## src/rtl/speaker_decide.sv

```systemverilog
`default_nettype none
// ============================================================================
//  Module      : speaker_decide
//  Description : Speaker decision stage behind the Euclidean distance engine.
//                Collects one distortion per speaker codebook, tracks the
//                best and second-best distortion and the winning id, then
//                applies an absolute threshold and a confidence-margin test.
//                The result is presented on a valid/ready output.
//  Revision    : 1.0 - initial release
// ============================================================================
module speaker_decide #(
    parameter int N_SPK       = 4,
    parameter int DIST_WIDTH  = 30,
    parameter int THR_WIDTH   = 16,
    parameter int FRAME_WIDTH = 9,
    parameter int MARGIN_MIN  = 256
) (
    input  logic                   clk,
    input  logic                   rst,
    input  logic                   start,
    input  logic [FRAME_WIDTH-1:0] frame_num,
    input  logic [THR_WIDTH-1:0]   thr_per_frame,
    input  logic                   dist_valid,
    input  logic [DIST_WIDTH-1:0]  dist_data,
    output logic                   dist_ready,
    output logic                   busy,
    output logic                   dec_valid,
    input  logic                   dec_ready,
    output logic [3:0]             dec_id,
    output logic [DIST_WIDTH-1:0]  dec_dist,
    output logic [DIST_WIDTH-1:0]  dec_margin,
    output logic                   dec_reject,
    output logic                   err_overrun
);

    localparam int         c_PROD_W = THR_WIDTH + FRAME_WIDTH;
    localparam int         c_CMP_W  = (DIST_WIDTH > c_PROD_W) ? DIST_WIDTH : c_PROD_W;
    localparam logic [3:0] c_LAST   = 4'(N_SPK - 1);

    typedef enum logic [2:0] {
        S_IDLE    = 3'd0,
        S_COLLECT = 3'd1,
        S_SCALE   = 3'd2,
        S_DECIDE  = 3'd3,
        S_HOLD    = 3'd4
    } state_t;

    state_t                  r_state;
    logic                    r_in_valid;
    logic [DIST_WIDTH-1:0]   r_in_data;
    logic [FRAME_WIDTH-1:0]  r_frame_num;
    logic [THR_WIDTH-1:0]    r_thr;
    logic [3:0]              r_cnt;
    logic [3:0]              r_id;
    logic [DIST_WIDTH-1:0]   r_min1;
    logic [DIST_WIDTH-1:0]   r_min2;
    logic [c_PROD_W-1:0]     r_thr_scaled;

    logic [DIST_WIDTH-1:0]   w_margin;
    logic [c_CMP_W-1:0]      w_min1_ext;
    logic [c_CMP_W-1:0]      w_thr_ext;
    logic                    w_reject;

    // With a single codebook there is no runner-up, so the margin is
    // reported as fully confident rather than as all-ones minus the winner.
    generate
        if (N_SPK == 1) begin : g_single
            assign w_margin = '1;
        end else begin : g_multi
            assign w_margin = r_min2 - r_min1;
        end
    endgenerate

    assign w_min1_ext = c_CMP_W'(r_min1);
    assign w_thr_ext  = c_CMP_W'(r_thr_scaled);
    assign w_reject   = (w_min1_ext > w_thr_ext)
                      | (w_margin < DIST_WIDTH'(MARGIN_MIN))
                      | (r_frame_num == '0);

    assign busy       = (r_state != S_IDLE);
    assign dist_ready = (r_state == S_COLLECT);

    // Register the incoming strobe: the distortion arrives straight off the
    // engine's accumulator, so the compare chain starts from a flop.
    always_ff @(posedge clk or posedge rst) begin
        if (rst) begin
            r_in_valid <= 1'b0;
            r_in_data  <= '0;
        end else begin
            r_in_valid <= dist_valid;
            r_in_data  <= dist_data;
        end
    end

    // Round sequencer: collect, scale threshold, decide, hold for handshake.
    always_ff @(posedge clk or posedge rst) begin
        if (rst) begin
            r_state      <= S_IDLE;
            r_frame_num  <= '0;
            r_thr        <= '0;
            r_cnt        <= '0;
            r_id         <= '0;
            r_min1       <= '1;
            r_min2       <= '1;
            r_thr_scaled <= '0;
            dec_valid    <= 1'b0;
            dec_id       <= '0;
            dec_dist     <= '0;
            dec_margin   <= '0;
            dec_reject   <= 1'b0;
            err_overrun  <= 1'b0;
        end else begin
            case (r_state)
                S_IDLE: begin
                    if (start) begin
                        r_frame_num <= frame_num;
                        r_thr       <= thr_per_frame;
                        r_cnt       <= '0;
                        r_id        <= '0;
                        r_min1      <= '1;
                        r_min2      <= '1;
                        err_overrun <= 1'b0;
                        r_state     <= S_COLLECT;
                    end
                end
                S_COLLECT: begin
                    if (r_in_valid) begin
                        // Strict compares: on a tie the earlier speaker keeps the win.
                        if (r_in_data < r_min1) begin
                            r_min2 <= r_min1;
                            r_min1 <= r_in_data;
                            r_id   <= r_cnt;
                        end else if (r_in_data < r_min2) begin
                            r_min2 <= r_in_data;
                        end
                        r_cnt <= r_cnt + 4'd1;
                        if (r_cnt == c_LAST) begin
                            r_state <= S_SCALE;
                        end
                    end
                end
                S_SCALE: begin
                    r_thr_scaled <= c_PROD_W'(r_thr) * c_PROD_W'(r_frame_num);
                    r_state      <= S_DECIDE;
                end
                S_DECIDE: begin
                    dec_id     <= r_id;
                    dec_dist   <= r_min1;
                    dec_margin <= w_margin;
                    dec_reject <= w_reject;
                    dec_valid  <= 1'b1;
                    r_state    <= S_HOLD;
                end
                S_HOLD: begin
                    if (dec_valid && dec_ready) begin
                        dec_valid <= 1'b0;
                        r_state   <= S_IDLE;
                    end
                end
                default: begin
                    r_state <= S_IDLE;
                end
            endcase
            // A strobe arriving while not collecting is dropped but flagged;
            // placed last so it also wins over the clear on start.
            if (r_in_valid && (r_state != S_COLLECT)) begin
                err_overrun <= 1'b1;
            end
        end
    end

endmodule
`default_nettype wire
```

## config.mk

```make
export PLATFORM = sky130hd
export DESIGN_NAME = speaker_decide
export DESIGN_NICKNAME = d
export VERILOG_FILES = /design/src/rtl/speaker_decide.sv
export SDC_FILE = /design/constraint.sdc
export NUM_CORES = 1
export LEC_CHECK = 0
export BUFFER_PORTS_ARGS = -buffer_cell sky130_fd_sc_hd__buf_2
export CAP_MARGIN = 20
export CORE_MARGIN = 5
export CORE_UTILIZATION = 55
export CTS_BUF_LIST = sky130_fd_sc_hd__clkbuf_8
export CTS_CLUSTER_SIZE = 28
export DETAILED_ROUTE_END_ITERATION = 6
export PLACE_DENSITY = 0.74
export SKIP_CTS_REPAIR_TIMING = 1
export SLEW_MARGIN = 20
export SYNTH_ARGS = -nofsm -noshare
export SYNTH_HDL_FRONTEND = slang
export SYNTH_SLANG_ARGS = --single-unit
export TNS_END_PERCENT = 1
```

## constraint.sdc

```tcl
create_clock -name clk -period 14.3 [get_ports clk]
set_input_delay 0.715 -clock clk [delete_from_list [all_inputs] [get_ports clk]]
set_output_delay 0.715 -clock clk [all_outputs]
set_load 0.01 [all_outputs]
```

# --- Word-level counts from Yosys, hierarchy flattened ---
# Index checks and enable logic that the tools add are counted.
totals:
  output_inout_bits: 69
  reg_bits: 219
  in_bits: 60
op_classes:
  order_cmp: 4
  multipliers: 1
  reduce_logical: 16
  n_eq_ne: 12
  muxes: 24
  bitwise_logic: 2
  addsub: 2
ops:
  columns: ["op", "n"]
  rows:
  - ["2-to-1 mux 30 bit", 6]
  - ["one-hot mux 30 bit (2 select lines)", 2]
  - ["less-than comparator 30 bit", 2]
  - ["> comparator 30 x 25 -> 1 bit", 1]
  - ["less-than comparator 30 x 9 -> 1 bit (second input constant)", 1]
  - ["subtractor 30 bit", 1]
  - ["multiplier 16 x 9 -> 25 bit", 1]
  - ["2-to-1 mux 4 bit", 4]
  - ["one-hot mux 4 bit (2 select lines)", 2]
  - ["one-hot mux 3 bit (5 select lines)", 1]
  - ["2-to-1 mux 3 bit", 4]
  - ["AND reduction 4 bit", 3]
  - ["zero test 9 bit", 1]
  - ["nonzero test 2 bit", 4]
  - ["== test 3 x 2 -> 1 bit (second input constant)", 2]
  - ["!= test 2 x 1 -> 1 bit (second input constant)", 3]
  - ["!= test 3 x 1 -> 1 bit (second input constant)", 2]
  - ["AND reduction 2 bit", 3]
  - ["adder 4 x 1 -> 4 bit (second input constant)", 1]
  - ["== test 4 x 2 -> 1 bit (second input constant)", 1]
  - ["2-to-1 mux 1 bit", 4]
  - ["!= test 2 bit (second input constant)", 2]
  - ["== test 3 x 1 -> 1 bit (second input constant)", 1]
  - ["== test 3 bit (second input constant)", 1]
  - ["6 further kinds", 8]

# --- Logic depth before layout (Yosys ltp) ---
# Gate-level depths: netlist (run 1).
depth:
  depth_word: 5
  mapped_depth: 22
  ltp_nobuf: 20

# --- Least setup slack after synthesis (run 1) ---
# Ideal clock, no wire load.
synth_timing:
  path_kind: "register -> register"
  startpoint: "register r_frame_num[2]"
  endpoint: "register r_thr_scaled[24]"
  synth_period_minus_slack_ns: 5.201
  t_required_ns: 14.166
  path_slack_ns: 9.099
  path_buffers: 2
  arrival_time_ns: 5.067
  path_stages_with_launch: 22
  setup_ns: 0.134
  path_cell_list: "dfrtp_1 > clkbuf_1 > clkbuf_1 > nand2_1 > fa_1 > fa_1 > inv_1 > ha_1 > inv_1 > fa_1 > inv_1 > fa_1 > a21o_1 > a21o_1 > a211oi_1 > o21ai_0 > a311o_1 > o211ai_1 > a21boi_0 > a31oi_1 > xnor2_1 > o21ai_0"
synth_via:
  elab_chain_cells: 1
synth_lines:
  columns: ["item", "line", "rtl"]
  rows:
  - ["from (decl)", "51", "logic [FRAME_WIDTH-1:0] r_frame_num;"]
  - ["from (signal assigned)", "116", "r_frame_num <= frame_num;"]
  - ["multiplier 16 x 9 -> 25 bit", "143", "r_thr_scaled <= c_PROD_W'(r_thr) * c_PROD_W'(r_frame_num);"]
  - ["to (signal assigned)", "143", null]
  - ["to (decl)", "57", "logic [c_PROD_W-1:0] r_thr_scaled;"]
# Every way passes these cells.
# A chain may end at the register's enable or synchronous reset.

# --- Worst setup path after layout (run 1) ---
# Same ends and word-level chain as after synthesis.

==> metrics.txt, run 1 <==
# TYPE chip_impl_metric gauge
chip_impl_info{name="run_status",value="finished, final reports clean"} 1
chip_impl_info{name="clock_tree_from_tritoncts",value="yes"} 1
chip_impl_metric{name="achievable-frequency",unit="MHz"} 177
chip_impl_info{name="yosys-top-cells-area",value="dfrtp_1, fa_1, ha_1"} 1
chip_impl_metric{name="antenna_cells",unit=""} 0
chip_impl_metric{name="slew-limit-headroom",unit="%"} 43.1
chip_impl_metric{name="timing_max_transition_violations_final",unit=""} 0
chip_impl_info{name="dominantRegCellSynth",value="dfrtp_1"} 1
chip_impl_metric{name="rows",unit=""} 63
chip_impl_metric{name="gp_routability_congestion",unit=""} 0.881
chip_impl_metric{name="number_of_maximum_capacitance_constraint_violations",unit=""} 0
chip_impl_metric{name="grt_max_degree",unit=""} 115
chip_impl_metric{name="maximum_buffer_depth_of_the_clock_tree",unit=""} 3
chip_impl_metric{name="route.antenna.remaining_nets",unit=""} 0
chip_impl_metric{name="timing_worst_slew_pin_value",unit="ns"} 0.853
chip_impl_metric{name="report.final.hold_viol_count",unit=""} 0
chip_impl_metric{name="die_h",unit="um"} 184
chip_impl_metric{name="fin_worst_skew",unit="ns"} 0.0343
chip_impl_metric{name="drive_gt1_share",unit="%"} 16.8
chip_impl_info{name="rsz0062_at_grt",value="no"} 1
chip_impl_info{name="yosys.cell_count.top_type",value="inv_1"} 1
chip_impl_metric{name="coreArea",unit="mm2"} 0.0297
chip_impl_info{name="root_cell_of_the_clock_tree",value="clkbuf_8"} 1
chip_impl_metric{name="cts.sinks",unit=""} 219
chip_impl_metric{name="post_synth_num_cell_types",unit=""} 73
chip_impl_metric{name="critical_path_buf_inv_count",unit=""} 3
chip_impl_metric{name="critical_path_peak_fanout",unit=""} 18
chip_impl_metric{name="htreeDepth",unit=""} 2
chip_impl_metric{name="die_w",unit="um"} 184
chip_impl_metric{name="drt-met1-wl",unit="um"} 17200
chip_impl_metric{name="finalSetupTns",unit="ns"} 0
chip_impl_metric{name="yosysTopAreaCellShare",unit="%"} 24.0
chip_impl_metric{name="synth-async-reset-ratio",unit="%"} 100
chip_impl_info{name="critPathLaunchType",value="flip-flop"} 1
chip_impl_metric{name="globalRouteTotalUtil",unit="%"} 24.1
chip_impl_metric{name="syn_to_final_growth",unit="%"} 10.5
chip_impl_metric{name="timing.critical_path.required",unit="ns"} 14.70
chip_impl_metric{name="worst-endpoint-arrival",unit="ns"} 6.04
chip_impl_metric{name="port_buffers",unit=""} 128
chip_impl_metric{name="cts_buffers",unit=""} 40
chip_impl_metric{name="num_vias",unit=""} 13102
chip_impl_metric{name="postSynthRegisterBits",unit=""} 219
chip_impl_metric{name="clk_latency",unit="ns"} 0.55
chip_impl_metric{name="io_pins",unit=""} 129
chip_impl_metric{name="yosysWarningCount",unit=""} 0
chip_impl_metric{name="route.met2.wl",unit="um"} 19300
chip_impl_info{name="synth_top_cells_by_count",value="inv_1, nand2_1, dfrtp_1, ha_1, a21oi_1"} 1
chip_impl_info{name="netlist.top_cell.by_area",value="dfrtp_1"} 1
chip_impl_metric{name="number_of_global_route_vias_before_repair",unit=""} 13487
chip_impl_metric{name="final.fill_count",unit=""} 2526
chip_impl_metric{name="wl_met3",unit="um"} 2550
chip_impl_info{name="timing.critical_path.cells",value="nand2_1, fa_1, fa_1, inv_1, ha_1, inv_1, fa_1, inv_1, fa_1, a21o_1, a21o_1, a211oi_1, o21ai_0, a311o_1, o211ai_1, a21boi_0, a31oi_1, xnor2_1, o21ai_0"} 1
chip_impl_metric{name="multi_input_comb_area",unit="mm2"} 0.00982
chip_impl_metric{name="grt_antenna_before_repair",unit=""} 2
chip_impl_metric{name="sequential_cell_area",unit="mm2"} 0.00556
chip_impl_metric{name="grt_first_pass_wirelength",unit="um"} 67500
chip_impl_metric{name="firstDrtPassIters",unit=""} 5
chip_impl_info{name="worst-setup-path-type",value="flip-flop to flip-flop"} 1
chip_impl_info{name="endpoint_type_of_the_worst_setup_path",value="flip-flop"} 1
chip_impl_info{name="crit_slowest_cell",value="dfrtp_1"} 1
chip_impl_metric{name="synthCells",unit=""} 1808
chip_impl_metric{name="part_of_the_cycle_the_worst_path_needs",unit="%"} 39.4
chip_impl_metric{name="syn_nets",unit=""} 2126
chip_impl_metric{name="period_needed",unit="ns"} 5.64
chip_impl_metric{name="highest_cell_delay_on_the_worst_timing_path",unit="ns"} 0.74
chip_impl_metric{name="r2r_slack",unit="ns"} 8.66
chip_impl_metric{name="floorplan.initialDensity",unit="%"} 55.8
chip_impl_metric{name="initialDrtViolationCount",unit=""} 939
chip_impl_metric{name="vias_per_inst",unit=""} 5.65
chip_impl_metric{name="worst_setup_hold_path_clk_slew",unit="ns"} 0.06
chip_impl_metric{name="detail_route.wl_per_cell",unit="um"} 17.4
chip_impl_metric{name="floorplan.die_area",unit="mm2"} 0.0337
chip_impl_metric{name="hpwlAfterDp",unit="um"} 30500
chip_impl_info{name="path_delay_family",value="adder cells"} 1
chip_impl_metric{name="gr-total-overflow",unit=""} 0
chip_impl_metric{name="post_synth_instance_area",unit="mm2"} 0.0166
chip_impl_metric{name="avgSynthCellArea",unit="um2"} 9.18
chip_impl_info{name="top_layer_used",value="met5"} 1
chip_impl_metric{name="number_of_enable_type_register_cells_in_the_synthesized_netlist",unit=""} 0
chip_impl_info{name="cpMostUsedCell",value="fa_1"} 1
chip_impl_info{name="min-delay-path-class",value="primary input to flip-flop"} 1
chip_impl_metric{name="final-setup-viol-count",unit=""} 0
chip_impl_metric{name="synth-seq-area-share",unit="%"} 33.5
chip_impl_metric{name="drt-total-wl",unit="um"} 40200
chip_impl_metric{name="nets",unit=""} 2214
chip_impl_metric{name="drcViolationCount",unit=""} 0
[area by class of cell]
cell class	count	share of cell area [%]
multi-input combinational	1259	53.5
sequential	219	30.3
inverter	236	4.87
timing repair buffer	140	3.98
clock buffer	50	3.75
tap	390	2.66
clock inverter	23	0.914
[per-layer routing]
metal / track usage, % / up-vias
met5: 0 / -
met4: 7.72 / 2
met3: 4.19 / 89
met2: 39.9 / 372
met1: 32.5 / 6354
li1: - / 6285
[placed cells by master, fill, tap and decap left out, types with 35 or more instances in the layout]
cell type	n
a21o_1	47
a21oi_1	121
a31oi_1	40
and2_1	85
buf_2	128
clkbuf_8	50
dfrtp_1	159
dfstp_2	60
fa_1	100
ha_1	158
inv_1	244
mux2_2	35
nand2_1	214
nor3_1	46
o21ai_0	98
o21ai_1	64
[through the flow]
step                      hold slack, ns  utilization, %  std cells  worst slack, ns  instance area [um2]
after global placement             0.451            58.8       2244             8.85                17500
after CTS                          0.249            61.7       2317             8.69                18300
after detailed placement           0.446            58.8       2244             8.70                17500
after floorplan                    0.431               -       1808             7.69                16600
final                              0.274            61.7       2317             8.66                18300
after global routing               0.247            61.7       2317             8.31                18300
[logic make-up (layout without fill, tap and decap cells)]
logic type | Yosys count | count (layout) | synth area share [%]
multiplexers | 36 | 36 | 2.44
AO/OA/AOI/OAI | 445 | 445 | 16.2
adder cells (fa/ha/maj) | 258 | 258 | 24.0
AND/OR/NAND/NOR | 477 | 477 | 14.1
buffers and inverters | 330 | 449 | 7.57
XOR/XNOR | 43 | 43 | 2.27
flip-flops | 219 | 219 | 33.5
[worst reg2reg max path, stage by stage, from the launching register on]
cell and delay [ns]:
dfrtp_1 0.74, nand2_1 0.18, fa_1 0.53, fa_1 0.53, inv_1 0.05, ha_1 0.27
inv_1 0.05, fa_1 0.54, inv_1 0.07, fa_1 0.46, a21o_1 0.18, a21o_1 0.21
a211oi_1 0.34, o21ai_0 0.28, a311o_1 0.34, o211ai_1 0.11, a21boi_0 0.17, a31oi_1 0.23
xnor2_1 0.13, o21ai_0 0.09
[state kept, by name (all words and copies together), names as in the netlist]
name / count
dec_reject: 1
dec_id: 4
err_overrun: 1
r_min2: 30
dec_valid: 1
r_in_valid: 1
r_state: 3
r_id: 4
r_in_data: 30
r_min1: 30
dec_margin: 30
r_frame_num: 9
r_cnt: 4
dec_dist: 30
r_thr: 16
r_thr_scaled: 25
[final timing paths]
path / startpoint / to / cells past startpoint
worst max-delay path: r_frame_num[2]$_DFFE_PP0P_ / r_thr_scaled[24]$_DFFE_PP0N_ / 19
worst min-delay path: dist_data[29] / r_in_data[29]$_DFF_PP0_ / 1
worst max register to register: r_frame_num[2]$_DFFE_PP0P_ / r_thr_scaled[24]$_DFFE_PP0N_ / 19
worst min register to register: r_id[0]$_DFFE_PP0P_ / dec_id[0]$_DFFE_PP0P_ / 2
max in group asynchronous: rst / dec_margin[24]$_DFFE_PP0P_ / 3
min in group asynchronous: rst / r_thr_scaled[8]$_DFFE_PP0N_ / 2
Power of run 1 is left out: the tool's default activity adds up to more than one toggle a clock period on the data nets, which glitch-free logic cannot reach.
==> inputs of run 2 (changes only) <==
--- a/config.mk
+++ b/config.mk
@@ -5,6 +5,7 @@
 export SDC_FILE = /design/constraint.sdc
 export NUM_CORES = 1
 export LEC_CHECK = 0
+export ABC_AREA = 1
 export BUFFER_PORTS_ARGS = -buffer_cell sky130_fd_sc_hd__buf_2
 export CAP_MARGIN = 20
 export CORE_MARGIN = 5
@@ -12,7 +13,7 @@
 export CTS_BUF_LIST = sky130_fd_sc_hd__clkbuf_8
 export CTS_CLUSTER_SIZE = 28
 export DETAILED_ROUTE_END_ITERATION = 6
-export PLACE_DENSITY = 0.74
+export PLACE_DENSITY = 0.77
 export SKIP_CTS_REPAIR_TIMING = 1
 export SLEW_MARGIN = 20
 export SYNTH_ARGS = -nofsm -noshare
==> constraint.sdc (replaced) <==
create_clock -name clk -period 4.85 [get_ports clk]
set_input_delay 0.2425 -clock clk [delete_from_list [all_inputs] [get_ports clk]]
set_output_delay 0.2425 -clock clk [all_outputs]
set_load 0.01 [all_outputs]
==> run 2 against run 1 <==
Net effect: the run now ends with negative hold slack left; maximum frequency grew 20%; critical path depth is the same; largest cell class unchanged; cell area grew 12%; count of clock-buffer cells in the layout is the same; synthesized cell count grew 27%; setup slack lost 8.5 ns; area after synthesis grew 5.9%; final cell count grew 27%; critical endpoint is now r_thr_scaled[21]$_DFFE_PP0N_; die area grew 5.6%.
==> metrics.txt, run 2 <==
# TYPE chip_impl_metric gauge
chip_impl_metric{name="worst_hold_check_slack",unit="ns"} -0.0462
chip_impl_info{name="cpMostUsedCell",value="fa_1"} 1
chip_impl_metric{name="part_of_the_cycle_the_worst_path_needs",unit="%"} 96.9
chip_impl_metric{name="multi_input_comb_area",unit="mm2"} 0.0101
chip_impl_metric{name="fin_worst_skew",unit="ns"} 0.0219
chip_impl_metric{name="coreArea",unit="mm2"} 0.0316
chip_impl_metric{name="timing_max_transition_violations_final",unit=""} 0
chip_impl_metric{name="die_h",unit="um"} 189
chip_impl_metric{name="timing_worst_slew_pin_value",unit="ns"} 1.07
chip_impl_info{name="violations_in_the_final_reports",value="negative hold slack"} 1
chip_impl_metric{name="globalRouteTotalUtil",unit="%"} 26.3
chip_impl_info{name="worst-setup-path-type",value="flip-flop to flip-flop"} 1
chip_impl_metric{name="synthCells",unit=""} 2297
chip_impl_metric{name="synth-async-reset-ratio",unit="%"} 100
chip_impl_metric{name="gr-total-overflow",unit=""} 0
chip_impl_metric{name="detail_route.wl_per_cell",unit="um"} 16.1
chip_impl_metric{name="die_w",unit="um"} 189
chip_impl_metric{name="worst-endpoint-arrival",unit="ns"} 5.12
chip_impl_info{name="timing.critical_path.cells",value="buf_4, nand2_1, inv_1, fa_1, fa_1, fa_1, inv_1, fa_1, inv_1, ha_1, nand2_1, nor4_2, buf_4, nand4_1, buf_4, nand3_1, nand2_1, nand3_1, o21ai_0"} 1
chip_impl_metric{name="final.fill_count",unit=""} 2700
chip_impl_metric{name="slew-limit-headroom",unit="%"} 28.8
chip_impl_metric{name="clk_latency",unit="ns"} 0.56
chip_impl_metric{name="floorplan.initialDensity",unit="%"} 55.7
chip_impl_metric{name="nets",unit=""} 2838
chip_impl_metric{name="postSynthRegisterBits",unit=""} 219
chip_impl_metric{name="port_buffers",unit=""} 128
chip_impl_metric{name="yosysWarningCount",unit=""} 0
chip_impl_metric{name="post_synth_num_cell_types",unit=""} 47
chip_impl_metric{name="rows",unit=""} 65
chip_impl_metric{name="synth-seq-area-share",unit="%"} 31.6
chip_impl_metric{name="hpwlAfterDp",unit="um"} 36800
chip_impl_metric{name="initialDrtViolationCount",unit=""} 1156
chip_impl_info{name="final_cell_mix",value="nand2_1, inv_1, ha_1"} 1
chip_impl_info{name="yosys.cell_count.top_type",value="nand2_1"} 1
chip_impl_info{name="rsz0062_at_grt",value="yes"} 1
chip_impl_metric{name="cts_buffers",unit=""} 41
chip_impl_metric{name="post-route-cell-area",unit="mm2"} 0.0206
chip_impl_info{name="path_delay_family",value="adder cells"} 1
chip_impl_metric{name="placed_cell_area",unit="mm2"} 0.0190
chip_impl_metric{name="route.antenna.remaining_nets",unit=""} 0
chip_impl_metric{name="vias_per_inst",unit=""} 5.34
chip_impl_metric{name="cts.sinks",unit=""} 219
chip_impl_info{name="synth_top_cells_by_count",value="nand2_1, inv_1, dfrtp_1, ha_1, o21ai_0"} 1
chip_impl_metric{name="drive_gt1_share",unit="%"} 17.3
chip_impl_metric{name="critical_path_buf_inv_count",unit=""} 6
chip_impl_metric{name="floorplan.die_area",unit="mm2"} 0.0356
chip_impl_info{name="min-delay-path-class",value="primary input to flip-flop"} 1
chip_impl_info{name="clock_tree_from_tritoncts",value="yes"} 1
chip_impl_metric{name="timing.critical_path.required",unit="ns"} 5.27
chip_impl_metric{name="achievable-frequency",unit="MHz"} 213
chip_impl_metric{name="report.final.hold_viol_count",unit=""} 2
chip_impl_metric{name="sequential_cell_area",unit="mm2"} 0.00557
chip_impl_metric{name="worst_setup_hold_path_clk_slew",unit="ns"} 0.06
chip_impl_metric{name="htreeDepth",unit=""} 2
chip_impl_metric{name="gp_routability_congestion",unit=""} 0.959
chip_impl_metric{name="number_of_enable_type_register_cells_in_the_synthesized_netlist",unit=""} 0
chip_impl_metric{name="critical_path_peak_fanout",unit=""} 8
chip_impl_metric{name="drt-total-wl",unit="um"} 47500
chip_impl_metric{name="number_of_global_route_vias_before_repair",unit=""} 15532
chip_impl_info{name="endpoint_type_of_the_worst_setup_path",value="flip-flop"} 1
chip_impl_metric{name="grt_max_degree",unit=""} 175
chip_impl_info{name="critPathLaunchType",value="flip-flop"} 1
chip_impl_metric{name="num_vias",unit=""} 15760
chip_impl_metric{name="finalSetupTns",unit="ns"} 0
chip_impl_metric{name="post_synth_instance_area",unit="mm2"} 0.0176
chip_impl_metric{name="number_of_maximum_capacitance_constraint_violations",unit=""} 0
chip_impl_metric{name="grt_antenna_before_repair",unit=""} 1
chip_impl_info{name="layout_commonest_cell",value="nand2_1"} 1
chip_impl_metric{name="syn_to_final_growth",unit="%"} 17.1
chip_impl_metric{name="maximum_buffer_depth_of_the_clock_tree",unit=""} 3
chip_impl_metric{name="drcViolationCount",unit=""} 0
chip_impl_metric{name="antenna_cells",unit=""} 0
chip_impl_info{name="yosys-top-cells-area",value="dfrtp_1, nand2_1, fa_1"} 1
chip_impl_metric{name="period_needed",unit="ns"} 4.70
chip_impl_metric{name="grt_first_pass_wirelength",unit="um"} 76700
chip_impl_info{name="dominantRegCellSynth",value="dfrtp_1"} 1
chip_impl_metric{name="highest_cell_delay_on_the_worst_timing_path",unit="ns"} 0.58
chip_impl_metric{name="avgSynthCellArea",unit="um2"} 7.65
chip_impl_info{name="netlist.top_cell.by_area",value="dfrtp_1"} 1
chip_impl_metric{name="firstDrtPassIters",unit=""} 6
chip_impl_metric{name="yosysTopAreaCellShare",unit="%"} 22.6
chip_impl_metric{name="io_pins",unit=""} 129
chip_impl_metric{name="final_core_util",unit="%"} 65.2
chip_impl_metric{name="final-setup-viol-count",unit=""} 0
chip_impl_info{name="crit_slowest_cell",value="fa_1"} 1
chip_impl_info{name="run_status",value="finished, violations left"} 1
chip_impl_info{name="root_cell_of_the_clock_tree",value="clkbuf_8"} 1
chip_impl_metric{name="syn_nets",unit=""} 2615
==> run 2: changes by cell type in the layout (fill, tap and decap cells not counted), moves of 57 or more <==
cell and delta:
and2_1 -84, buf_4 +59, dlygate4sd3_1 +57, inv_1 +199, nand2_1 +409, nand3_1 +115, nor2_1 +62
==> run 2: worst register-to-register path, delay by kind of cell (launching register included) <==
kind            cells  cell delay (ns)
simple gates        7             0.81
fa+ha+maj           5             2.50
flops               1             0.47
buf+inv             6             0.65
compound gates      1             0.12
==> run 2: worst paths after layout <==
path,startpoint,end,slack (ns),depth (start not counted)
max,r_frame_num[5]$_DFFE_PP0P_,r_thr_scaled[21]$_DFFE_PP0N_,0.15,19
min,dec_ready,dec_valid$_DFFE_PP0P_,-0.05,4
max reg2reg,r_frame_num[5]$_DFFE_PP0P_,r_thr_scaled[21]$_DFFE_PP0N_,0.15,19
min reg2reg,dec_margin[14]$_DFFE_PP0P_,dec_margin[14]$_DFFE_PP0P_,0.47,2
max in group asynchronous,rst,dec_margin[22]$_DFFE_PP0P_,3.60,4
min in group asynchronous,rst,r_thr_scaled[19]$_DFFE_PP0N_,0.46,4
==> run 2: layer usage <==
layer  GRT usage, %  part of all wire, %
met3           3.41                  5.3
met5              0                    0
met1           33.7                   41
met2           45.9                   50
met4           9.16                  3.7
==> run 2: cell families after synthesis <==
logic type / synth area share, %
AND/OR/NAND/NOR: 22.7
buffers and inverters: 11.4
AO/OA/AOI/OAI: 10.8
adder cells (fa/ha/maj): 22.6
flip-flops: 31.6
XOR/XNOR: 0.847
==> run 2: metrics by stage <==
step / setup slack [ns] / hold WS, ns / instances
4_1_cts: -0.0240 / -0.241 / 2889
6_report: 0.151 / -0.0462 / 2952
2_1_floorplan: -0.0366 / 0.274 / 2297
3_5_place_dp: -0.00164 / 0.352 / 2816
3_3_place_gp: 0.0332 / 0.352 / 2816
5_1_grt: -0.0303 / 0.00458 / 2952
==> run 2: area by class of cell <==
type	count	area share [%]
Multi-Input combinational cell	1560	49.2
Sequential cell	219	27.1
Timing Repair Buffer	264	9.25
Inverter	434	7.94
Clock buffer	50	3.34
Tap cell	402	2.44
Clock inverter	23	0.736
Power of run 2 is left out for the same reason.
